<file path="config.mk">
export PLATFORM = sky130hd
export DESIGN_NAME = decode_stage_flat
export DESIGN_NICKNAME = d
export VERILOG_FILES = /design/src/rtl/decode_stage_if.sv /design/src/rtl/decode_stage.sv /design/src/flat_wrapper.sv
export SDC_FILE = /design/constraint.sdc
export NUM_CORES = 1
export LEC_CHECK = 0
export BUFFER_PORTS_ARGS = -buffer_cell sky130_fd_sc_hd__buf_2
export CAP_MARGIN = 5
export CORE_MARGIN = 2
export CORE_UTILIZATION = 35
export DETAILED_ROUTE_END_ITERATION = 7
export SYNTH_ARGS = -nofsm -noshare
export SYNTH_HDL_FRONTEND = slang
export SYNTH_SLANG_ARGS = --single-unit
export TNS_END_PERCENT = 1
</file>
<file path="constraint.sdc">
create_clock -name clk -period 4.9 [get_ports clk]
set_input_delay 0.98 -clock clk [delete_from_list [all_inputs] [get_ports clk]]
set_output_delay 0.98 -clock clk [all_outputs]
set_load 0.01 [all_outputs]
</file>
<file path="src/rtl/decode_stage_if.sv">
`timescale 1ns/1ps
`default_nettype none
// +----------------------------------------------------------------------+
// | decode_stage_if : fetch, register-file and execute signals of decode |
// | Revision 1.0                                                         |
// +----------------------------------------------------------------------+
interface decode_stage_if;
  logic        in_valid;
  logic        in_ready;
  logic [31:0] in_instr;
  logic [31:0] in_pc;
  logic [4:0]  rf_a1;
  logic [4:0]  rf_a2;
  logic [31:0] rf_rd1;
  logic [31:0] rf_rd2;
  logic        wb_we;
  logic [4:0]  wb_addr;
  logic [31:0] wb_data;
  logic        out_valid;
  logic        out_ready;
  logic [31:0] out_pc;
  logic [31:0] out_rs1_val;
  logic [31:0] out_rs2_val;
  logic [31:0] out_imm;
  logic [4:0]  out_rd;
  logic [6:0]  out_opcode;
  logic [2:0]  out_funct3;
  logic        out_funct7b5;
  logic        out_illegal;

  modport slave (
    input  in_valid, in_instr, in_pc, rf_rd1, rf_rd2,
    input  wb_we, wb_addr, wb_data, out_ready,
    output in_ready, rf_a1, rf_a2, out_valid, out_pc,
    output out_rs1_val, out_rs2_val, out_imm, out_rd,
    output out_opcode, out_funct3, out_funct7b5, out_illegal
  );

  modport master (
    output in_valid, in_instr, in_pc, rf_rd1, rf_rd2,
    output wb_we, wb_addr, wb_data, out_ready,
    input  in_ready, rf_a1, rf_a2, out_valid, out_pc,
    input  out_rs1_val, out_rs2_val, out_imm, out_rd,
    input  out_opcode, out_funct3, out_funct7b5, out_illegal
  );
endinterface
`default_nettype wire

</file>
<file path="src/rtl/decode_stage.sv">
`timescale 1ns/1ps
`default_nettype none
// +----------------------------------------------------------------------+
// | decode_stage : RV32 decode / register read with writeback forwarding |
// | Revision 1.0                                                         |
// +----------------------------------------------------------------------+
module decode_stage (
  input  logic           clk,
  input  logic           rst,
  decode_stage_if.slave  bus
);

  localparam logic [1:0] S_IDLE  = 2'd0;
  localparam logic [1:0] S_READ  = 2'd1;
  localparam logic [1:0] S_CAPT  = 2'd2;
  localparam logic [1:0] S_VALID = 2'd3;

  localparam logic [6:0] OP_IMM    = 7'b0010011;
  localparam logic [6:0] OP_LOAD   = 7'b0000011;
  localparam logic [6:0] OP_JALR   = 7'b1100111;
  localparam logic [6:0] OP_STORE  = 7'b0100011;
  localparam logic [6:0] OP_BRANCH = 7'b1100011;
  localparam logic [6:0] OP_LUI    = 7'b0110111;
  localparam logic [6:0] OP_AUIPC  = 7'b0010111;
  localparam logic [6:0] OP_JAL    = 7'b1101111;
  localparam logic [6:0] OP_OP     = 7'b0110011;

  logic [1:0]  r_state;
  logic [1:0]  w_next;
  logic        w_in_ready;
  logic        w_out_valid;
  logic        w_accept;

  logic [31:0] r_instr;
  logic [31:0] r_pc;
  logic        r_pend1;
  logic        r_pend2;
  logic [31:0] r_pend1_val;
  logic [31:0] r_pend2_val;

  logic [31:0] r_out_pc;
  logic [31:0] r_out_rs1_val;
  logic [31:0] r_out_rs2_val;
  logic [31:0] r_out_imm;
  logic [4:0]  r_out_rd;
  logic [6:0]  r_out_opcode;
  logic [2:0]  r_out_funct3;
  logic        r_out_funct7b5;
  logic        r_out_illegal;

  logic [4:0]  w_rs1;
  logic [4:0]  w_rs2;
  logic        w_wb1;
  logic        w_wb2;
  logic [31:0] w_op1;
  logic [31:0] w_op2;
  logic [31:0] w_imm;
  logic        w_illegal;

  assign w_rs1 = r_instr[19:15];
  assign w_rs2 = r_instr[24:20];
  assign w_wb1 = bus.wb_we && (bus.wb_addr == w_rs1) && (w_rs1 != 5'd0);
  assign w_wb2 = bus.wb_we && (bus.wb_addr == w_rs2) && (w_rs2 != 5'd0);

  always_ff @(posedge clk or negedge rst) begin
    if (!rst) r_state <= S_IDLE;
    else      r_state <= w_next;
  end

  always_comb begin
    w_next = r_state;
    case (r_state)
      S_IDLE:  if (bus.in_valid) w_next = S_READ;
      S_READ:  w_next = S_CAPT;
      S_CAPT:  w_next = S_VALID;
      S_VALID: if (bus.out_ready) w_next = bus.in_valid ? S_READ : S_IDLE;
      default: w_next = S_IDLE;
    endcase
  end

  always_comb begin
    w_in_ready  = 1'b0;
    w_out_valid = 1'b0;
    case (r_state)
      S_IDLE:  w_in_ready = 1'b1;
      S_VALID: begin
        w_out_valid = 1'b1;
        w_in_ready  = bus.out_ready;
      end
      default: ;
    endcase
  end

  assign w_accept = bus.in_valid && w_in_ready;

  // Every supported opcode ends in 2'b11, so the low-bit check folds into the default arm.
  always_comb begin
    w_imm     = 32'd0;
    w_illegal = 1'b0;
    case (r_instr[6:0])
      OP_IMM, OP_LOAD, OP_JALR:
        w_imm = {{20{r_instr[31]}}, r_instr[31:20]};
      OP_STORE:
        w_imm = {{20{r_instr[31]}}, r_instr[31:25], r_instr[11:7]};
      OP_BRANCH:
        w_imm = {{19{r_instr[31]}}, r_instr[31], r_instr[7], r_instr[30:25], r_instr[11:8], 1'b0};
      OP_LUI, OP_AUIPC:
        w_imm = {r_instr[31:12], 12'd0};
      OP_JAL:
        w_imm = {{11{r_instr[31]}}, r_instr[31], r_instr[19:12], r_instr[20], r_instr[30:21], 1'b0};
      OP_OP:
        w_imm = 32'd0;
      default:
        w_illegal = 1'b1;
    endcase
  end

  // Register file returns pre-write data, so a live write beats the slot captured at READ exit.
  assign w_op1 = (w_rs1 == 5'd0) ? 32'd0 : w_wb1 ? bus.wb_data : r_pend1 ? r_pend1_val : bus.rf_rd1;
  assign w_op2 = (w_rs2 == 5'd0) ? 32'd0 : w_wb2 ? bus.wb_data : r_pend2 ? r_pend2_val : bus.rf_rd2;

  always_ff @(posedge clk or negedge rst) begin
    if (!rst) begin
      r_instr        <= 32'd0;
      r_pc           <= 32'd0;
      r_pend1        <= 1'b0;
      r_pend2        <= 1'b0;
      r_pend1_val    <= 32'd0;
      r_pend2_val    <= 32'd0;
      r_out_pc       <= 32'd0;
      r_out_rs1_val  <= 32'd0;
      r_out_rs2_val  <= 32'd0;
      r_out_imm      <= 32'd0;
      r_out_rd       <= 5'd0;
      r_out_opcode   <= 7'd0;
      r_out_funct3   <= 3'd0;
      r_out_funct7b5 <= 1'b0;
      r_out_illegal  <= 1'b0;
    end else begin
      if (w_accept) begin
        r_instr <= bus.in_instr;
        r_pc    <= bus.in_pc;
      end
      if (r_state == S_READ) begin
        r_pend1     <= w_wb1;
        r_pend2     <= w_wb2;
        r_pend1_val <= bus.wb_data;
        r_pend2_val <= bus.wb_data;
      end
      if (r_state == S_CAPT) begin
        r_out_pc       <= r_pc;
        r_out_rs1_val  <= w_op1;
        r_out_rs2_val  <= w_op2;
        r_out_imm      <= w_imm;
        r_out_rd       <= r_instr[11:7];
        r_out_opcode   <= r_instr[6:0];
        r_out_funct3   <= r_instr[14:12];
        r_out_funct7b5 <= r_instr[30];
        r_out_illegal  <= w_illegal;
      end else if (r_state == S_VALID) begin
        if (w_wb1) r_out_rs1_val <= bus.wb_data;
        if (w_wb2) r_out_rs2_val <= bus.wb_data;
      end
    end
  end

  assign bus.in_ready     = w_in_ready;
  assign bus.out_valid    = w_out_valid;
  assign bus.rf_a1        = w_rs1;
  assign bus.rf_a2        = w_rs2;
  assign bus.out_pc       = r_out_pc;
  assign bus.out_rs1_val  = r_out_rs1_val;
  assign bus.out_rs2_val  = r_out_rs2_val;
  assign bus.out_imm      = r_out_imm;
  assign bus.out_rd       = r_out_rd;
  assign bus.out_opcode   = r_out_opcode;
  assign bus.out_funct3   = r_out_funct3;
  assign bus.out_funct7b5 = r_out_funct7b5;
  assign bus.out_illegal  = r_out_illegal;

endmodule
`default_nettype wire

</file>
<file path="src/flat_wrapper.sv">
// flat-port wrapper written by rule: the top's interface ports become plain ports
module decode_stage_flat 
  (clk, rst, bus_in_valid, bus_in_instr, bus_in_pc, bus_rf_rd1, bus_rf_rd2, bus_wb_we, bus_wb_addr, bus_wb_data, bus_out_ready, bus_in_ready, bus_rf_a1, bus_rf_a2, bus_out_valid, bus_out_pc, bus_out_rs1_val, bus_out_rs2_val, bus_out_imm, bus_out_rd, bus_out_opcode, bus_out_funct3, bus_out_funct7b5, bus_out_illegal);
  decode_stage_if bus_i ();
  input  logic clk;
  input  logic rst;
  input wire logic [$bits(bus_i.in_valid)-1:0] bus_in_valid;
  input wire logic [$bits(bus_i.in_instr)-1:0] bus_in_instr;
  input wire logic [$bits(bus_i.in_pc)-1:0] bus_in_pc;
  input wire logic [$bits(bus_i.rf_rd1)-1:0] bus_rf_rd1;
  input wire logic [$bits(bus_i.rf_rd2)-1:0] bus_rf_rd2;
  input wire logic [$bits(bus_i.wb_we)-1:0] bus_wb_we;
  input wire logic [$bits(bus_i.wb_addr)-1:0] bus_wb_addr;
  input wire logic [$bits(bus_i.wb_data)-1:0] bus_wb_data;
  input wire logic [$bits(bus_i.out_ready)-1:0] bus_out_ready;
  output wire logic [$bits(bus_i.in_ready)-1:0] bus_in_ready;
  output wire logic [$bits(bus_i.rf_a1)-1:0] bus_rf_a1;
  output wire logic [$bits(bus_i.rf_a2)-1:0] bus_rf_a2;
  output wire logic [$bits(bus_i.out_valid)-1:0] bus_out_valid;
  output wire logic [$bits(bus_i.out_pc)-1:0] bus_out_pc;
  output wire logic [$bits(bus_i.out_rs1_val)-1:0] bus_out_rs1_val;
  output wire logic [$bits(bus_i.out_rs2_val)-1:0] bus_out_rs2_val;
  output wire logic [$bits(bus_i.out_imm)-1:0] bus_out_imm;
  output wire logic [$bits(bus_i.out_rd)-1:0] bus_out_rd;
  output wire logic [$bits(bus_i.out_opcode)-1:0] bus_out_opcode;
  output wire logic [$bits(bus_i.out_funct3)-1:0] bus_out_funct3;
  output wire logic [$bits(bus_i.out_funct7b5)-1:0] bus_out_funct7b5;
  output wire logic [$bits(bus_i.out_illegal)-1:0] bus_out_illegal;
  assign bus_i.in_valid = bus_in_valid;
  assign bus_i.in_instr = bus_in_instr;
  assign bus_i.in_pc = bus_in_pc;
  assign bus_i.rf_rd1 = bus_rf_rd1;
  assign bus_i.rf_rd2 = bus_rf_rd2;
  assign bus_i.wb_we = bus_wb_we;
  assign bus_i.wb_addr = bus_wb_addr;
  assign bus_i.wb_data = bus_wb_data;
  assign bus_i.out_ready = bus_out_ready;
  assign bus_in_ready = bus_i.in_ready;
  assign bus_rf_a1 = bus_i.rf_a1;
  assign bus_rf_a2 = bus_i.rf_a2;
  assign bus_out_valid = bus_i.out_valid;
  assign bus_out_pc = bus_i.out_pc;
  assign bus_out_rs1_val = bus_i.out_rs1_val;
  assign bus_out_rs2_val = bus_i.out_rs2_val;
  assign bus_out_imm = bus_i.out_imm;
  assign bus_out_rd = bus_i.out_rd;
  assign bus_out_opcode = bus_i.out_opcode;
  assign bus_out_funct3 = bus_i.out_funct3;
  assign bus_out_funct7b5 = bus_i.out_funct7b5;
  assign bus_out_illegal = bus_i.out_illegal;
  decode_stage u_core (.clk(clk), .rst(rst), .bus(bus_i));
endmodule
</file>
-- Word level (Yosys, flattened, before mapping)
Index checks and enable logic that the tools add are counted.
- output and inout port bits: 157
- flip-flop bits (word level): 245
- word-level logic and storage cells: 70
- input bits: 170
- reduce and logical (&&, ||, !) cells: 19
- eq/ne operators: 16
- muxes and demuxes: 20
- operators with widths (kind ; count):
    $mux 32 ; 12
    $pmux 32 s5 ; 1
    $eq 7x6->1 const B ; 3
    $eq 7x7->1 const B ; 3
    $eq 7x5->1 const B ; 2
    $eq 5x5->1 ; 2
    $logic_not 5->1 ; 2
    $reduce_bool 5->1 ; 2
    $reduce_or 9->1 ; 1
    $pmux 2 s4 ; 1
    $eq 7x2->1 const B ; 1
    $reduce_and 2->1 ; 3
    $reduce_bool 2->1 ; 3
    $logic_and 1x1->1 ; 5
    $eq 2x2->1 const B ; 2
    $mux 2 ; 2
    $ne 2x2->1 const B ; 2
    $mux 1 ; 3
    $reduce_or 3->1 ; 1
    $eq 2x1->1 const B ; 1
    $logic_not 2->1 ; 1
    $pmux 1 s2 ; 1
    $reduce_or 2->1 ; 1

-- Longest topological paths before layout
- depth after elaboration: 6
- depth in mapped cells: 9

-- Least setup slack after synthesis
OpenSTA, ideal clock, no wires.
- path kind: input -> register
- from: input bus_out_ready
- to: register u_core.r_instr[14]
- setup time: 0.125 ns
- path slack: 2.510 ns
- buffers on the path: 2
- data arrival time: 2.265 ns
- stages on the path: 6
- cells stage by stage: a21oi_1 nor2_1 and2_1 clkbuf_1 buf_2 mux2_2
- longest elaborated chain between the ends: 2
- ends and longest elaborated chain (item ; line ; source):
    start: declaration ; flat_wrapper.sv:15 ; input wire logic [$bits(bus_i.out_ready)-1:0] bus_out_ready;
    $pmux 1 s2 ; decode_stage.sv:84 ; case (r_state)
    net bus_in_ready ; flat_wrapper.sv:16 ; output wire logic [$bits(bus_i.in_ready)-1:0] bus_in_ready;
    $logic_and 1x1->1 ; decode_stage.sv:94 ; assign w_accept = bus.in_valid && w_in_ready;
    end signal: assignment ; decode_stage.sv:141 ; r_instr <= bus.in_instr;
    end: declaration ; decode_stage.sv:34 ; logic [31:0] r_instr;
The timed path passes the listed nets, and every way through them passes these cells.
A chain may end at the register's enable or synchronous reset.

-- Worst setup path after layout
- from: register u_core.r_state[0]
- to: register u_core.r_out_rs2_val[30], in the netlist u_core.bus.out_rs2_val[30]
- longest elaborated chain between the ends: 3
- ends and longest elaborated chain (item ; line ; source):
    start: declaration ; decode_stage.sv:28 ; logic [1:0] r_state;
    start signal: assignment ; decode_stage.sv:67 ; else r_state <= w_next;
    $eq 2x2->1 (on tied branches) ; decode_stage.sv:150, decode_stage.sv:160 ;
    $reduce_bool 2->1 (no source line) ; -- ;
    $reduce_and 2->1 (no source line) ; -- ;
    end signal: assignment ; decode_stage.sv:153 ; r_out_rs2_val <= w_op2;
    end signal: assignment ; decode_stage.sv:162 ; if (w_wb2) r_out_rs2_val <= bus.wb_data;
    end: declaration ; decode_stage.sv:43 ; logic [31:0] r_out_rs2_val;
Several ways; a longest one is shown, not always the timed one.

==> results.rst <==
.. list-table::
   :header-rows: 1

   * - Metric
     - Value
   * - CORE AREA
     - 0.0307 mm2
   * - X dimension of the die
     - 181 um
   * - Async set-or-reset flop fraction in the synthesized netlist
     - 100%
   * - First-pass GRT wire length
     - 51000 um
   * - Clock tree from TritonCTS
     - yes
   * - Average footprint of a synthesized cell
     - 12.5 um2
   * - Number of standard cells after synthesis
     - 878
   * - Port Buffer Count
     - 326
   * - Starting density of the core
     - 35.7%
   * - Maximum Capacitance Violations
     - 0
   * - Syn_nets
     - 1052
   * - Area of the mapped netlist
     - 0.0110 mm2
   * - Post-synthesis register bit count
     - 245
   * - Clock slew at the register clock pins of the worst setup and hold paths
     - 60 ps
   * - Number of nets at the end of the flow
     - 1347
   * - Weighted congestion reported at the end of routability-driven placement
     - 0.807
   * - CTS Buf Count
     - 28
   * - Post-cts sizing count
     - 0
   * - Arrival time at the worst endpoint
     - 3850 ps
   * - Worst slew margin relative to its limit
     - 22.4%
   * - Number of design rule violations left after detail routing
     - 0
   * - Element type at the critical path end
     - flop
   * - Maximum root-to-sink buffer count
     - 3
   * - Layout cells sized above 1
     - 49.1%
   * - Total overflow reported by the global router
     - 0
   * - Run status
     - complete, no violations
   * - Root cell of the clock tree
     - sky130_fd_sc_hd__clkbuf_16
   * - Final setup vio count
     - 0
   * - Total Die Area
     - 0.0328 mm2
   * - Vias
     - 8396
   * - H-tree level count
     - 1
   * - Clock sink total
     - 245
   * - Final total negative setup slack
     - 0 ps
   * - Max Clock Skew
     - 19.6 ps
   * - Post-CTS setup repair buffer count
     - 0
   * - Number of hold buffers added after CTS
     - 0
   * - Power per cell area
     - 713 mW/mm2
   * - Final Total Pwr
     - 0.00991 W
   * - Estimated wirelength of the detail-placed design
     - 22200 um
   * - Sequential area share after synthesis
     - 55.9%
   * - Post-route ant nets
     - 0
   * - Drt initial violations
     - 507
   * - Pins Over Slew Limit
     - 0
   * - Sum of routed wire length over all layers
     - 32400 um
   * - CP Max Fanout
     - 26
   * - Max Clk Rate
     - 292 MHz
   * - Type of origin of the critical path
     - flop
   * - # IOs
     - 327
   * - Filler Cell Count
     - 2895
   * - RSZ-0062 raised after global routing
     - no
   * - Via count of the first global-routing pass
     - 8727
   * - Path type of the worst min-delay path
     - primary input to async pin
   * - Worst skew pair latency
     - 550 ps
   * - Total routing resource utilization after global routing
     - 19.5%
   * - Per-cell routed wire length
     - 20.3 um
   * - Data required time at the worst endpoint
     - 5320 ps
   * - Vias per Instance
     - 5.27
   * - Die Y-Extent
     - 181 um
   * - Critical Setup Path Class
     - flop to flop
   * - Number of flops mapped to enable cells by yosys
     - 0
   * - Max IR drop VDD
     - 493 uV
   * - Count of different cell masters after synthesis
     - 49
   * - Number of antenna violations at the first check in global routing
     - 6
   * - Lkg Pwr
     - 6.07 nW
   * - Actual transition at the worst max-transition pin
     - 1160 ps
   * - Pin count of the biggest net entering global routing
     - 106
   * - Leading register cell type out of synthesis
     - sky130_fd_sc_hd__dfrtp_1
   * - Number of rows created at floorplan
     - 64
   * - Final period util
     - 69.8%
   * - Min Tclk post-route
     - 3420 ps
   * - Detailed Routing Iterations Pass 1
     - 4
   * - YS warnings
     - 0
   * - Final count of hold timing violations
     - 0
   * - Synth-to-layout area growth
     - 26.7%
layout by cell type (no fill, tap or decap), types with 3 or more instances in the layout:
cell type	Yosys	layout
sky130_fd_sc_hd__o221a_2	24	24
sky130_fd_sc_hd__a211oi_1	42	42
sky130_fd_sc_hd__nor3_1	36	34
sky130_fd_sc_hd__a21oi_1	6	6
sky130_fd_sc_hd__o22ai_1	43	43
sky130_fd_sc_hd__bufinv_16	0	3
sky130_fd_sc_hd__nor3_2	2	4
sky130_fd_sc_hd__clkinvlp_4	0	4
sky130_fd_sc_hd__a211oi_2	10	10
sky130_fd_sc_hd__xnor2_1	10	10
sky130_fd_sc_hd__nor2b_1	32	32
sky130_fd_sc_hd__a31oi_1	3	3
sky130_fd_sc_hd__a22o_1	6	6
sky130_fd_sc_hd__clkbuf_8	0	5
sky130_fd_sc_hd__a221oi_1	4	4
sky130_fd_sc_hd__mux2i_1	40	40
sky130_fd_sc_hd__buf_4	13	11
sky130_fd_sc_hd__nand3_1	4	4
sky130_fd_sc_hd__inv_1	7	7
sky130_fd_sc_hd__o21ai_0	32	32
sky130_fd_sc_hd__nor2_1	41	41
sky130_fd_sc_hd__clkinv_2	0	5
sky130_fd_sc_hd__clkbuf_16	0	28
sky130_fd_sc_hd__dfrtp_1	245	243
sky130_fd_sc_hd__mux2_2	152	152
sky130_fd_sc_hd__nand2_1	32	32
sky130_fd_sc_hd__diode_2	0	3
sky130_fd_sc_hd__clkbuf_1	38	4
sky130_fd_sc_hd__buf_2	13	325
metal layers:
metal / track usage, % / share of wire [%] / routed length (um)
met1: 25.3 / 43 / 13800
met2: 32.1 / 46 / 15000
met3: 6.23 / 8.9 / 2890
met4: 4.00 / 1.9 / 629
met5: 0 / 0.068 / 22
Yosys cell counts, drive strengths merged, types with 7 or more instances:
library cell | count | area (um2)
a211oi | 52 | 440
buf | 35 | 204
clkbuf | 38 | 143
dfrtp | 245 | 6130
inv | 7 | 26.3
mux2 | 152 | 1710
mux2i | 40 | 400
nand2 | 32 | 120
nor2 | 41 | 154
nor2b | 32 | 200
nor3 | 38 | 200
o21ai | 33 | 165
o221a | 24 | 270
o22ai | 43 | 269
xnor2 | 10 | 87.6
flip-flops by register name (all words and copies together), names as in the netlist:
name                     cells
u_core.r_state               2
u_core.bus.out_opcode        7
u_core.bus.out_funct7b5      1
u_core.bus.out_funct3        3
u_core.bus.out_rs2_val      32
u_core.bus.out_imm          32
u_core.r_pend1_val          32
u_core.r_pend2               1
u_core.bus.out_pc           32
u_core.r_pc                 32
u_core.r_instr              32
u_core.bus.out_illegal       1
u_core.r_pend1               1
u_core.bus.out_rs1_val      32
u_core.bus.out_rd            5
kinds of logic after synthesis:
| family | Yosys count | synth area share [%] |
|---|---|---|
| AO/OA/AOI/OAI | 182 | 12.6 |
| XOR/XNOR | 10 | 0.798 |
| adder cells (fa/ha/maj) | 4 | 0.456 |
| buffers and inverters | 81 | 3.43 |
| flip-flops | 245 | 55.9 |
| multiplexers | 192 | 19.2 |
| AND/OR/NAND/NOR | 164 | 7.57 |
stage by stage:
| step | cell area (um2) | hold slack, ps | utilization, % | instances | worst slack (ps) |
|---|---|---|---|---|---|
| final | 13900 | 491 | 45.2 | 1594 | 1480 |
| after global routing | 13900 | 514 | 45.2 | 1593 | 1200 |
| after CTS | 13900 | 504 | 45.2 | 1591 | 1460 |
| after detailed placement | 12900 | 489 | 42.0 | 1539 | 1570 |
| after global placement | 12900 | 469 | 42.0 | 1539 | 1460 |
| after floorplan | 11000 | 475 | - | 878 | 2510 |
layout make-up:
type                    count  area [um2]  share of cell area, %
multi-input cells         552        4520                   32.5
clock buffers              37         785                   5.65
flip-flops and latches    245        6130                   44.1
repair buffers            338        1740                   12.6
clock inverters            15         179                   1.29
diodes                      3        7.51                 0.0540
inverters                   8        30.0                  0.216
well taps                 396         495                   3.57
critical path, cell delays in order, from the launching register on:
cell,delay [ps]
sky130_fd_sc_hd__dfrtp_1,440
sky130_fd_sc_hd__inv_1,170
sky130_fd_sc_hd__ha_4,380
sky130_fd_sc_hd__clkinv_1,660
sky130_fd_sc_hd__a41oi_2,1160
sky130_fd_sc_hd__o21ai_0,260
sky130_fd_sc_hd__o221a_2,200
report_power, final:
group	total (W)	switching (W)	leakage, nW	internal [W]
registers	0.00380	0.000756	2.91	0.00305
clock network	0.00215	0.000865	0.463	0.00129
logic	0.00395	0.00203	2.70	0.00193
worst paths after layout:
path | start | end | slack [ps] | depth (start not counted)
max in group asynchronous | rst | u_core.r_pc[13] | 3420 | 2
hold / removal | rst | u_core.bus.out_rs2_val[4] | 490 | 1
hold reg to reg | u_core.r_pc[16] | u_core.bus.out_pc[16] | 490 | 1
setup reg to reg | u_core.r_state[0] | u_core.bus.out_rs2_val[30] | 1480 | 6
setup / recovery | u_core.r_state[0] | u_core.bus.out_rs2_val[30] | 1480 | 6
min in group clk | u_core.r_pc[16] | u_core.bus.out_pc[16] | 490 | 1
Note: power is estimated with default switching activity, not from simulation.
